[src/rtl/mac_seq_ctrl_pkg.sv]
// Shared types and constants for the MAC job controller and the MAC wrapper.
package mac_seq_ctrl_pkg;

    localparam int MAC_LATENCY_DEF = 3;

    typedef enum logic [1:0] {
        IDLE  = 2'd0,
        FEED  = 2'd1,
        DRAIN = 2'd2,
        DONE  = 2'd3
    } state_t;

endpackage

[src/rtl/mac_valid_pipe.sv]
// Shift register tracking which MAC pipeline slots hold a real operand.
// tail lines up with mac_out; any_inflight covers the slots still ahead of the tail.
module mac_valid_pipe
    import mac_seq_ctrl_pkg::*;
#(
    parameter int DEPTH = MAC_LATENCY_DEF
) (
    input  logic clk,
    input  logic rst,
    input  logic din,
    output logic tail,
    output logic any_inflight
);

    logic [DEPTH-1:0] pipe;

    always_ff @(posedge clk) begin
        if (rst) begin
            pipe <= '0;
        end else begin
            pipe[0] <= din;
            for (int i = 1; i < DEPTH; i++) begin
                pipe[i] <= pipe[i-1];
            end
        end
    end

    assign tail         = pipe[DEPTH-1];
    assign any_inflight = |(pipe & ~(DEPTH'(1) << (DEPTH - 1)));

endmodule

[src/rtl/mac_seq_ctrl.sv]
// Dot-product job controller: streams (a, y) pairs into the pipelined MAC and
// accumulates the products that come back MAC_LATENCY edges later.
//
//   state | meaning
//   IDLE  | waiting for start; result of the last job still visible
//   FEED  | accepting pairs until the job length is exhausted
//   DRAIN | no new input; waiting for in-flight products to be accumulated
//   DONE  | result valid, held until res_ready
module mac_seq_ctrl
    import mac_seq_ctrl_pkg::*;
#(
    parameter int DATA_W      = 4,
    parameter int PROD_W      = 6,
    parameter int MAC_LATENCY = MAC_LATENCY_DEF,
    parameter int LEN_W       = 4,
    parameter int ACC_W       = 12
) (
    input  logic              clk,
    input  logic              rst,
    input  logic              start,
    input  logic [LEN_W-1:0]  len,
    output logic              busy,
    input  logic              in_valid,
    output logic              in_ready,
    input  logic [DATA_W-1:0] in_a,
    input  logic [DATA_W-1:0] in_y,
    output logic [DATA_W-1:0] mac_a,
    output logic [DATA_W-1:0] mac_y,
    input  logic [PROD_W-1:0] mac_out,
    output logic              res_valid,
    input  logic              res_ready,
    output logic [ACC_W-1:0]  res_data,
    output logic              res_ovf
);

    localparam int SUM_W = ACC_W + 1;

    state_t            state, state_nxt;
    logic [LEN_W-1:0]  remaining;
    logic [ACC_W-1:0]  acc;
    logic              ovf;
    logic              fire;
    logic              tail;
    logic              upstream;
    logic [SUM_W-1:0]  sum;

    assign fire = (state == FEED) && in_valid;
    assign sum  = {1'b0, acc} + SUM_W'(mac_out);

    mac_valid_pipe #(
        .DEPTH (MAC_LATENCY)
    ) u_valid_pipe (
        .clk          (clk),
        .rst          (rst),
        .din          (fire),
        .tail         (tail),
        .any_inflight (upstream)
    );

    always_ff @(posedge clk) begin
        if (rst) begin
            state <= IDLE;
        end else begin
            state <= state_nxt;
        end
    end

    always_comb begin
        state_nxt = state;
        case (state)
            IDLE: begin
                if (start) begin
                    state_nxt = (len == '0) ? DONE : FEED;
                end
            end
            FEED: begin
                if (fire && (remaining == LEN_W'(1))) begin
                    state_nxt = DRAIN;
                end
            end
            DRAIN: begin
                // Only zeros enter the pipe here, so an empty upstream means this tail is the last one.
                if (tail && !upstream) begin
                    state_nxt = DONE;
                end
            end
            DONE: begin
                if (res_ready) begin
                    state_nxt = IDLE;
                end
            end
            default: state_nxt = IDLE;
        endcase
    end

    always_ff @(posedge clk) begin
        if (rst) begin
            remaining <= '0;
            acc       <= '0;
            ovf       <= 1'b0;
        end else if ((state == IDLE) && start) begin
            remaining <= len;
            acc       <= '0;
            ovf       <= 1'b0;
        end else begin
            if (fire) begin
                remaining <= remaining - LEN_W'(1);
            end
            if (tail) begin
                acc <= sum[ACC_W-1:0];
                if (sum[ACC_W]) begin
                    ovf <= 1'b1;
                end
            end
        end
    end

    assign busy      = (state != IDLE);
    assign in_ready  = (state == FEED);
    assign res_valid = (state == DONE);
    assign res_data  = acc;
    assign res_ovf   = ovf;
    assign mac_a     = (fire && !rst) ? in_a : '0;
    assign mac_y     = (fire && !rst) ? in_y : '0;

endmodule
[config.mk]
export PLATFORM = sky130hd
export DESIGN_NAME = mac_seq_ctrl
export DESIGN_NICKNAME = d
export VERILOG_FILES = /design/src/rtl/mac_seq_ctrl_pkg.sv /design/src/rtl/mac_valid_pipe.sv /design/src/rtl/mac_seq_ctrl.sv
export SDC_FILE = /design/constraint.sdc
export NUM_CORES = 1
export LEC_CHECK = 0
export BUFFER_PORTS_ARGS = -buffer_cell sky130_fd_sc_hd__buf_4
export CAP_MARGIN = 0
export CORE_AREA = 2 2 58 60
export DETAILED_ROUTE_END_ITERATION = 10
export DIE_AREA = 0 0 60 62
export PLACE_DENSITY = 0.67
export REMOVE_ABC_BUFFERS = 1
export SYNTH_ARGS = -nofsm -noshare
export SYNTH_HDL_FRONTEND = slang
export SYNTH_SLANG_ARGS = --single-unit
export TNS_END_PERCENT = 5
[constraint.sdc]
create_clock -name clk -period 2.2 [get_ports clk]
set_input_delay 0.22 -clock clk [delete_from_list [all_inputs] [get_ports clk]]
set_output_delay 0.22 -clock clk [all_outputs]
set_load 0.05 [all_outputs]
======== Word level (Yosys, flattened, before mapping) ========
Cells that the tools add are included.
cells by class
  bitwise gates (word level) .............. 0
  magnitude comparators ................... 0
  $add $sub $neg .......................... 2
  multiply operators ...................... 0
  mux-type cells .......................... 10
  equal/unequal tests ..................... 8
  div/mod/pow operators ................... 0
  reduce and logical (&&, ||, !) cells .... 15
  shifts and indexed selects .............. 0
operators by type and width
  cell                                                 number
  2-to-1 mux 4 bit                                     4
  adder 12 x 6 -> 13 bit                               1
  2-to-1 mux 2 bit                                     5
  case mux 2 bit (4 select lines)                      1
  logical AND 1 bit                                    5
  equality test 2 bit, second input constant           2
  equality test 4 x 1 -> 1 bit, second input constant  1
  logical NOT 4 bit                                    1
  != test 2 x 1 -> 1 bit, second input constant        2
  != test 2 bit, second input constant                 2
  AND reduction 4 bit                                  1
  nonzero test 2 bit                                   2
  OR reduction 2 bit                                   2
  subtractor 4 x 1 -> 4 bit, second input constant     1
  equality test 2 x 1 -> 1 bit, second input constant  1
  logical NOT 1 bit                                    2
  logical NOT 2 bit                                    1
  AND reduction 2 bit                                  1
word-level totals
  register bits ........................... 22
  bits of input ports ..................... 23
  output and inout port bits .............. 24
  memory bits (writable) .................. 0
  memories ................................ 0
  bits in latches ......................... 0
  logic and storage cells ................. 40
  ROM bits ................................ 0

======== Longest topological paths before layout ========
Gate-level depths: netlist (run 1).
  depth in word-level cells ............... 5
  mapped depth ............................ 7
  gate-level depth less buffers ........... 6

======== Modules after synthesis ========
A second synthesis (run 1) with hierarchy kept.
unflattened totals
  cell total of the unflattened synthesis .. 153
  area, all modules ....................... 1341.3 µm²
by module, submodules not included
  module          cells each  area an instance (µm²)  times used  seq. area each (µm²)
  mac_seq_ctrl    146         1256.2                  1           380.4
  mac_valid_pipe  7           85.1                    1           60.1

======== Worst setup path before layout (run 1) ========
Ideal clock, no wire load.
  path kind ............................... reg-to-output
  start ................................... reg state[1]
  end ..................................... out mac_a[0]
  data arrival time ....................... 1.877 ns
  setup slack ............................. 0.103 ns
  buffers on the path ..................... 0
  cell stages (with the launch flop) ...... 6
  path through ............................ dfxtp_1 inv_1 ha_1 nand2_1 nor2_1 and2_1
on the way
  cells in the longest elaborated chain, start to end .. 4
ends and longest elaborated chain
  element                       line                 source
  start, declared               mac_seq_ctrl.sv:38   state_t state, state_nxt;
  start signal, assigned        mac_seq_ctrl.sv:64   state <= state_nxt;
  equality test 2 x 1 -> 1 bit  --
  via in_ready                  mac_seq_ctrl.sv:24   output logic in_ready,
  logical AND 1 bit             mac_seq_ctrl.sv:47   assign fire = (state == FEED) && in_valid;
  logical AND 1 bit             mac_seq_ctrl.sv:123  assign mac_a = (fire && !rst) ? in_a : '0;
  2-to-1 mux 4 bit              mac_seq_ctrl.sv:123
  end, declared                 mac_seq_ctrl.sv:27   output logic [DATA_W-1:0] mac_a,
The timed path passes the listed nets, and every way through them passes these cells.

======== Final worst setup path (run 1) ========
  start ................................... reg state[1]
  end ..................................... out mac_y[3]
on the way
  cells in the longest elaborated chain, start to end .. 4
ends and longest elaborated chain
  element                       line                 source
  equality test 2 x 1 -> 1 bit  mac_seq_ctrl.sv:47
  logical AND 1 bit             mac_seq_ctrl.sv:47
  logical AND 1 bit             mac_seq_ctrl.sv:124  assign mac_y = (fire && !rst) ? in_y : '0;
  2-to-1 mux 4 bit              mac_seq_ctrl.sv:124
  end, declared                 mac_seq_ctrl.sv:28   output logic [DATA_W-1:0] mac_y,
Every way passes these cells.

==> reports/qor.yml, run 1 <==
coreArea_um2: 3180
io_buffers: 46
numCtsBuffers: 3
synth_seq_cells: 22
arrival_ns: 1.78
worstSetupPathType: "reg -> out"
num_antenna_cells: 0
hp-start: "rst"
p_leak_uw: 0.000836
r2r-end: "state[0]$_SDFFE_PP0P_"
initial_utilization_pct: 42.1
switching_share_pct: 39.6
slew_headroom_pct: 59.4
synthArstFlopShare_pct: 0
finalSetupTns_ns: 0
rrSetupSlack_ns: 0.37
synth_flop_cell: "dfxtp_1"
cts.path.max_buffers: 2
ctsRootBufferMaster: "clkbuf_4"
finalNetCount: 243
synth_top_family_by_area: "simple AND/OR/NAND/NOR gates"
routabilityCongestion: 0.778
vias: 1302
layout_commonest_cell: "buf_4"
setup_viol: 0
track_usage_pct: 17.6
slowest_stage: "dfxtp_1"
p_clk_share_pct: 21.7
num_rows: 21
h-tree-depth: 1
fp.dieW_um: 60
grt_pass1_vias: 1165
drtPass1Iterations: 4
areaGrowthSynthToFinish_pct: 33.6
worst_pin_slew_ns: 0.609
cp_num_cells: 6
critPathBufInv: 2
p_comb_share_pct: 44.4
die_y_um: 62
place_ws_ns: 0.232
syn-mean-instance-area_um2: 8.47
max_stage_delay_ns: 0.37
synthMuxAreaShare_pct: 3.74
critical_path.top_delay_family: "simple AND/OR/NAND/NOR gates"
cts_tree: "yes"
final_util_pct: 56.3
end_kind: "primary output"
syn_inst: 158
grt_max_degree: 14
clock_skew_ns: 0.0200
final_cell_mix: "buf_4 (47), dfxtp_1 (22), nor2_1 (16), nand2_1 (15), ha_1 (13)"
die_area_um2: 3720
power.internal_uw: 874
synth_seq_area_share_pct: 32.9
overflow: 0
p_sw_uw: 572
hold_path_depth: 2
fmax_mhz: 500
worst_r2r_path_depth: 5
slew_viol_final: 0
vdd_drop_max_mv: 0.590
synth_compound_area_share_pct: 19.5
holdWs_ns: 0.158
rsz0062_at_grt: "no"
crit_path_cell_trace: "inv_1 -> ha_1 -> nand2_1 -> nor2_4 -> and2_1 -> buf_4"
synth_fa_ha_area_share_pct: 13.6
drc: 0
worst_r2r_startpoint: "state[0]$_SDFFE_PP0P_"
io_pins: 47
drtIter0Drc: 40
max_cap_viol_count: 0
synth-simple-area-share_pct: 23.2
power_density_nw_per_um2: 808
crit_required_ns: 1.98
routed_via_density: 5.19
wirelength_um: 3110
clock_latency_ns: 0.32
synth_cell_type_count: 38
seq_power_share_pct: 33.9
antenna_found_initial: 0
finalWorstSetupSlack_ns: 0.199
drive_gt1_share_pct: 29.3
finalCritPeriodShare_pct: 90.9
grt_pass1_wl_um: 4920
start_kind: "flip-flop"
ant_nets: 0
hold_path_class: "in -> reg"
synth-xor-area-share_pct: 3.27
clkTransAtPathRegs_ns: 0.14
worstHoldEndpoint: "remaining[3]$_SDFFE_PP0P_"
hold_viol: 0
outcome: "finished clean"
yosys_warnings: 0
wl_per_cell_um: 12.4
synth_edf_count: 0
fin_crit_ns: 2.00
cts_num_sinks: 22
syn_area_um2: 1340
hpwl_um: 2500
crit_fanout: 9
logic make-up after synthesis:
logic type | after synthesis
flip-flops | 22
AO/OA/AOI/OAI | 37
adder cells (fa/ha/maj) | 14
buffers and inverters | 12
multiplexers | 5
AND/OR/NAND/NOR | 63
XOR/XNOR | 5
layout make-up:
type,count,area [µm²]
fill,293,1390
sequential,22,440
timing repair buffer,47,353
multi-input combinational,124,856
tap,46,57.6
clock inverter,1,30.0
clock buffer,3,22.5
inverter,8,30.0
per-stage QoR:
step	total power, µW	std cells	area (µm²)
finish	1450	251	1790
global route	1540	251	1790
CTS	1460	251	1780
detailed placement	1140	247	1730
global placement	1110	247	1730
floorplan	951	154	1320
worst max-delay path by stage:
stage                                startpoint                       end  slack, ns
final                     state[1]$_SDFFE_PP0P_                  mac_y[3]       0.20
after global placement               mac_out[0]  res_data[8]$_SDFFE_PP0P_       0.30
after detailed placement             mac_out[0]  res_data[8]$_SDFFE_PP0P_       0.23
after floorplan           state[1]$_SDFFE_PP0P_                  mac_a[0]       0.10
after CTS                 state[1]$_SDFFE_PP0P_                  mac_y[3]       0.01
after global routing      state[1]$_SDFFE_PP0P_                  mac_y[3]       0.02
sequential cells by signal, indices dropped and copies added (netlist names):
register and cells:
res_ovf 1, state 2, remaining 4, u_valid_pipe.pipe 3, res_data 12
power by group through the flow:
| stage | clock, µW | sequential, µW | combinational [µW] |
|---|---|---|---|
| 3_5_place_dp | 0 | 498 | 644 |
| 5_1_grt | 339 | 498 | 702 |
| 4_1_cts | 323 | 489 | 648 |
| 6_report | 314 | 490 | 643 |
| 3_3_place_gp | 0 | 493 | 617 |
| 2_1_floorplan | 0 | 491 | 460 |
Yosys cell counts, types with 2 or more instances:
cell	n	share of area, %
clkbuf_1	2	0.56
nor2_1	17	4.8
dfxtp_1	22	33
xnor2_1	3	2.0
a31o_2	5	3.3
a31oi_1	2	0.93
inv_1	7	2.0
nor2b_1	4	1.9
a211oi_1	5	2.8
a21o_1	2	1.1
nor3_1	2	0.75
nor4_1	2	0.93
o21ai_0	3	1.1
a21oi_1	11	4.1
nand2_1	15	4.2
and2_1	8	3.7
nand4_1	2	0.93
ha_1	13	12
a311oi_1	2	1.3
xor2_1	2	1.3
mux2i_1	5	3.7
nand3_1	8	3.0
layer usage:
layer | share of wire [%] | track usage (%) | vias to the layer above
li1 | - | - | 662
met1 | 44 | 22.7 | 582
met2 | 48 | 29.7 | 54
met3 | 6.8 | 2.48 | 4
met4 | 1.1 | 6.98 | 0
met5 | 0 | 0 | -
what timing repair did:
| action | CTS | global route |
|---|---|---|
| gates resized for setup | 0 | 3 |
| setup endpoints to repair | 0 | 9 |
| setup buffers | 0 | 0 |
| hold buffers | 0 | 0 |
(Power assumes the default switching activity.)
==> run 2: changes to the inputs <==
ABC_AREA = 1   (was default)
CORE_AREA = 2 2 61 63   (was 2 2 58 60)
DIE_AREA = 0 0 63 65   (was 0 0 60 62)
PLACE_DENSITY = 0.65   (was 0.67)
==> run 2 against run 1 <==
  * Sequential share of layout area down 1.6 points
  * Synthesized area up 10%
  * Non-clock buffer count unchanged
  * Worst hold slack worse by 0.047 ns
  * Clock power up 2%
  * Fmax up 4.6%
  * Total power down 6.6%
  * Via count up 7.3%
  * Sequential power down 3%
==> reports/qor.yml, run 2 <==
end_kind: "primary output"
post-cts-setup-buffer-count: 0
crit_path_cell_trace: "inv_1 -> ha_1 -> nand2_1 -> nor2_1 -> inv_1 -> nor2_1 -> buf_4"
finalCritPeriodShare_pct: 87.0
arrival_ns: 1.69
vias: 1397
routed_via_density: 4.48
num_rows: 22
synth_compound_area_share_pct: 8.31
ctsHoldBuffers: 0
vdd_drop_max_mv: 0.642
fillerInstances: 376
outcome: "finished clean"
finalSetupTns_ns: 0
fp.dieW_um: 63
start_kind: "flip-flop"
dp.cells: 308
finalNetCount: 302
synth-simple-area-share_pct: 33.8
slew_viol_final: 0
drtIter0Drc: 38
power_density_nw_per_um2: 705
die_area_um2: 4100
grt_pass1_vias: 1290
hpwl_um: 2440
drtPass1Iterations: 5
coreArea_um2: 3500
die_y_um: 65
ctsRootBufferMaster: "clkbuf_4"
synth_top_family_by_area: "simple AND/OR/NAND/NOR gates"
drc: 0
holdWs_ns: 0.111
synth_seq_area_share_pct: 29.9
h-tree-depth: 1
synthMuxAreaShare_pct: 0
worst_pin_slew_ns: 0.428
clock_latency_ns: 0.32
initial_utilization_pct: 42.2
io_buffers: 46
cts_num_sinks: 22
grt_max_degree: 14
synth_top_cell_area_share_pct: 29.9
yosysMostFrequentCell: "nand2_1"
synth_edf_count: 0
p_leak_uw: 0.000983
hold_viol: 0
grt_pass1_wl_um: 5340
slew_headroom_pct: 71.5
synth_cell_type_count: 27
fin_crit_ns: 1.91
synth-xor-area-share_pct: 2.97
max_cap_viol_count: 0
worstSetupPathType: "reg -> out"
rrSetupSlack_ns: 0.66
syn-mean-instance-area_um2: 6.80
setup_viol: 0
wl_per_cell_um: 9.74
track_usage_pct: 16.4
yosys.area.top_type: "dfxtp_1"
yosys_warnings: 0
syn_area_um2: 1480
synth_flop_cell: "dfxtp_1"
rsz0062_at_grt: "no"
cts_tree: "yes"
critical_path.top_delay_family: "buffers and inverters"
fin_cells: 312
antenna_found_initial: 0
numCtsBuffers: 3
ys_top_cells_by_area: "dfxtp_1 (30%), nand2_1 (12%), ha_1 (11%)"
critPathBufInv: 3
largest_reg_flops: 12
syn_inst: 217
num_antenna_cells: 0
drive_gt1_share_pct: 25.4
overflow: 0
clock_skew_ns: 0.00320
ctsResizeCount: 0
crit_required_ns: 1.98
wirelength_um: 3040
synth_fa_ha_area_share_pct: 12.4
routabilityCongestion: 0.815
final_cell_mix: "nand2_1 (47), buf_4 (47), inv_1 (42), nor2_1 (29), dfxtp_1 (22)"
crit_fanout: 8
clkTransAtPathRegs_ns: 0.13
io_pins: 47
fmax_mhz: 523
slowest_stage: "dfxtp_1"
synth_seq_cells: 22
ant_nets: 0
hold_path_class: "in -> reg"
synthArstFlopShare_pct: 0
synth_common_cells: "nand2_1 (47), inv_1 (42), nor2_1 (29), dfxtp_1 (22)"
max_stage_delay_ns: 0.35
cts.path.max_buffers: 2
areaGrowthSynthToFinish_pct: 29.9
-- run 2: changes by cell type after synthesis, sizes merged, moves of 4 or more --
cell    before  now
and2         8    0
nor2b        4    0
a211oi       5    0
nor2        17   30
nand3        8   15
mux2i        5    0
nand2       15   52
inv          8   43
a31o         5    0
-- run 2: worst paths after layout --
path	startpoint	end	cells past startpoint
max reg2reg	state[0]$_SDFFE_PP0P_	res_data[2]$_SDFFE_PP0P_	9
max	state[1]$_SDFFE_PP0P_	mac_y[2]	7
min	rst	remaining[0]$_SDFFE_PP0P_	2
min reg2reg	u_valid_pipe.pipe[0]$_SDFF_PP0_	u_valid_pipe.pipe[1]$_SDFF_PP0_	2
-- run 2: power by group --
group / switching [µW] / leakage, µW / internal [µW]
clock: 136 / 0.0000279 / 184
combinational: 359 / 0.000777 / 198
sequential: 29.6 / 0.000179 / 443
total: 525 / 0.000983 / 826
-- run 2: cells by family (layout without fill, tap and decap cells) --
kind of cell	count (synthesis)	after routing
adders and majority gates	14	14
and+or+nand+nor	107	107
xor gates and xnor gates	5	5
DFF	22	22
AOI/OAI and AO/OA	22	22
buffers and inverters	47	94
-- run 2: stage by stage --
stage	power (µW)	utilization [%]	instance area, µm²	worst slack [ns]
floorplan	888	-	1450	0.00143
global placement	1040	53.3	1860	0.634
detailed placement	1040	53.3	1860	0.618
CTS	1370	54.8	1920	0.232
global route	1440	54.8	1920	0.0627
finish	1350	54.8	1920	0.286
-- run 2: per-layer routing --
metal | vias up | track usage [%] | part of all wire [%]
met5 | - | 0 | 0
met1 | 606 | 18.9 | 45
met3 | 5 | 2.26 | 3.3
met4 | 0 | 7.50 | 1.8
met2 | 25 | 29.8 | 50
li1 | 761 | - | -
-- run 2: layout make-up --
class | instances | area (µm²) | share of cell area [%]
Clock buffer | 3 | 22.5 | 1.18
Sequential cell | 22 | 440 | 23.0
Tap cell | 48 | 60.1 | 3.14
Inverter | 43 | 161 | 8.43
Clock inverter | 1 | 30.0 | 1.57
Multi-Input combinational cell | 148 | 848 | 44.3
Timing Repair Buffer | 47 | 353 | 18.4
-- run 2: worst register-to-register path, delay by kind of cell, from the launching register on --
kind            cells  cell delay, ns
buf+inv             4            0.62
flops               1            0.36
simple gates        3            0.21
fa+ha+maj           1            0.20
compound gates      1            0.08
==> run 3: changes to the inputs <==
CORE_AREA = 2 2 60 62   (was 2 2 61 63)
DIE_AREA = 0 0 62 64   (was 0 0 63 65)
PLACE_DENSITY = 0.67   (was 0.65)
SYNTH_HIERARCHICAL = 1   (was default)
clock period = 2 ns   (was 2.2 ns; I/O delays follow)
==> run 3 against run 2 <==
  * Combinational power rose by 5.2%
  * Non-clock buffer count did not move
  * Worst hold slack improved by 0.023 ns
  * First-iteration DRC count fell by 34%
  * Die area fell by 3.1%
  * Critical path depth did not move
  * Count of clock-buffer cells in the layout rose by 1
==> reports/qor.yml, run 3 <==
outcome: "finished clean"
cp_common_cell: "inv_1"
fp.dieW_um: 62
max_cap_viol_count: 0
syn_inst: 225
syn_area_um2: 1460
grt_pass1_vias: 1224
synth_common_cells: "nand2_1 (55), inv_1 (45), nor2_1 (32), dfxtp_1 (22), nand3_1 (15)"
dp.cells: 315
cts_num_sinks: 22
end_kind: "primary output"
arrival_ns: 1.59
h-tree-depth: 1
cts_tree: "yes"
yosys.area.top_type: "dfxtp_1"
final_util_pct: 57.4
rsz0062_at_grt: "no"
io_buffers: 46
numCtsBuffers: 3
synth_top_cell_area_share_pct: 30.2
synth_seq_cells: 22
drtIter0Drc: 25
largest_reg_flops: 12
r2r-end: "res_data[4]$_SDFFE_PP0P_"
finalCritPeriodShare_pct: 89.6
fmax_mhz: 558
crit_fanout: 8
synth_seq_area_share_pct: 30.2
track_usage_pct: 15.9
die_area_um2: 3970
cts.path.max_buffers: 2
routabilityCongestion: 0.795
crit_path_cell_trace: "inv_1 -> ha_1 -> nand2_1 -> inv_1 -> nand2_2 -> nor2_1 -> buf_4"
worstSetupPathType: "reg -> out"
start_kind: "flip-flop"
ys_top_cells_by_area: "dfxtp_1 (30%), nand2_1 (14%), inv_1 (12%)"
clkTransAtPathRegs_ns: 0.14
worst_pin_slew_ns: 0.364
drc: 0
initial_utilization_pct: 44.4
overflow: 0
ant_nets: 0
setup_viol: 0
critical_path.top_delay_family: "buffers and inverters"
slew_viol_final: 0
coreArea_um2: 3280
hpwl_um: 2330
ctsHoldBuffers: 0
slew_headroom_pct: 75.7
num_rows: 21
holdWs_ns: 0.134
drtPass1Iterations: 4
num_antenna_cells: 0
worstHoldEndpoint: "remaining[3]$_SDFFE_PP0P_"
wl_per_cell_um: 9.00
clock_skew_ns: 0.0174
wirelength_um: 2870
io_pins: 47
max_stage_delay_ns: 0.35
rrSetupSlack_ns: 0.45
hp-start: "rst"
routed_via_density: 4.40
hold_viol: 0
drive_gt1_share_pct: 21.6
clock_latency_ns: 0.31
synth_edf_count: 0
fin_total_pwr_uw: 1340
finalNetCount: 311
crit_required_ns: 1.80
yosysMostFrequentCell: "nand2_1"
vias: 1403
fin_crit_ns: 1.79
layout_commonest_cell: "nand2_1"
synth_flop_cell: "dfxtp_1"
critPathBufInv: 3
synth_cell_type_count: 25
grt_pass1_wl_um: 5070
slowest_stage: "dfxtp_1"
fin_cells: 319
areaGrowthSynthToFinish_pct: 29.2
ctsRootBufferMaster: "clkbuf_4"
antenna_found_initial: 0
hold_path_depth: 2
worst_r2r_startpoint: "res_data[0]$_SDFFE_PP0P_"
yosys_warnings: 6
synthArstFlopShare_pct: 0
grt_max_degree: 13
final_cell_mix: "nand2_1 (54), buf_4 (47), inv_1 (45), nor2_1 (32), dfxtp_1 (22)"
vdd_drop_max_mv: 0.791
power_density_nw_per_um2: 713
syn-mean-instance-area_um2: 6.48
die_y_um: 64
worst_r2r_path_depth: 7
p_leak_uw: 0.00101
hold_path_class: "in -> reg"
run 3: changes by cell type after synthesis, sizes merged, moves of 2 or more:
cell | before | now
or2 | 2 | 0
nor2 | 30 | 34
nand2 | 52 | 56
nand3 | 15 | 17
inv | 43 | 47
nand4 | 4 | 2
run 3: worst max-delay path by stage:
stage | start | end | cells after the start
floorplan | state[1]$_SDFFE_PP0P_ | mac_a[0] | 6
global placement | mac_out[0] | res_data[10]$_SDFFE_PP0P_ | 9
detailed placement | mac_out[0] | res_data[4]$_SDFFE_PP0P_ | 8
CTS | state[1]$_SDFFE_PP0P_ | mac_a[0] | 7
global route | state[1]$_SDFFE_PP0P_ | mac_y[0] | 7
finish | state[1]$_SDFFE_PP0P_ | mac_a[2] | 7
run 3: power by group:
group / internal, µW / leakage (µW) / switching, µW / total (µW)
Clock: 111 / 0.0000210 / 138 / 249
Sequential: 479 / 0.000178 / 29.8 / 509
Combinational: 200 / 0.000812 / 386 / 586
run 3: final cells by class:
| class | instances | area [µm²] |
|---|---|---|
| Clock buffer | 4 | 36.3 |
| Fill cell | 333 | 1400 |
| Inverter | 47 | 176 |
| Multi-Input combinational cell | 153 | 821 |
| Sequential cell | 22 | 440 |
| Tap cell | 46 | 57.6 |
| Timing Repair Buffer | 47 | 353 |
run 3: metal layers:
| layer | up-vias | global-route usage, % | wire length (µm) |
|---|---|---|---|
| li1 | 782 | - | - |
| met1 | 589 | 22.3 | 1440 |
| met2 | 32 | 25.7 | 1280 |
| met3 | 0 | 4.45 | 146 |
| met4 | 0 | 0 | 0 |
| met5 | - | 0 | 0 |
run 3: cell families (layout without fill, tap and decap cells):
group	count (synthesis)	in the layout	synth area share [%]
buf+inv	50	98	13.7
compound gates	23	23	8.32
xor+xnor	5	5	3.00
flops	22	22	30.2
fa+ha+maj	14	14	12.5
simple gates	111	111	32.2
run 3: metrics by stage:
step,area [µm²],worst slack [ns],TNS [ns]
2_1_floorplan,1440,-0.202,-1.62
3_3_place_gp,1850,0.459,0
3_5_place_dp,1850,0.432,0
4_1_cts,1880,0.116,0
5_1_grt,1880,0.0447,0
6_report,1880,0.209,0
run 3: repair_timing:
item / in CTS / in global routing
resized for setup: 0 / 1
setup buffers: 0 / 0
setup endpoints to repair: 0 / 8
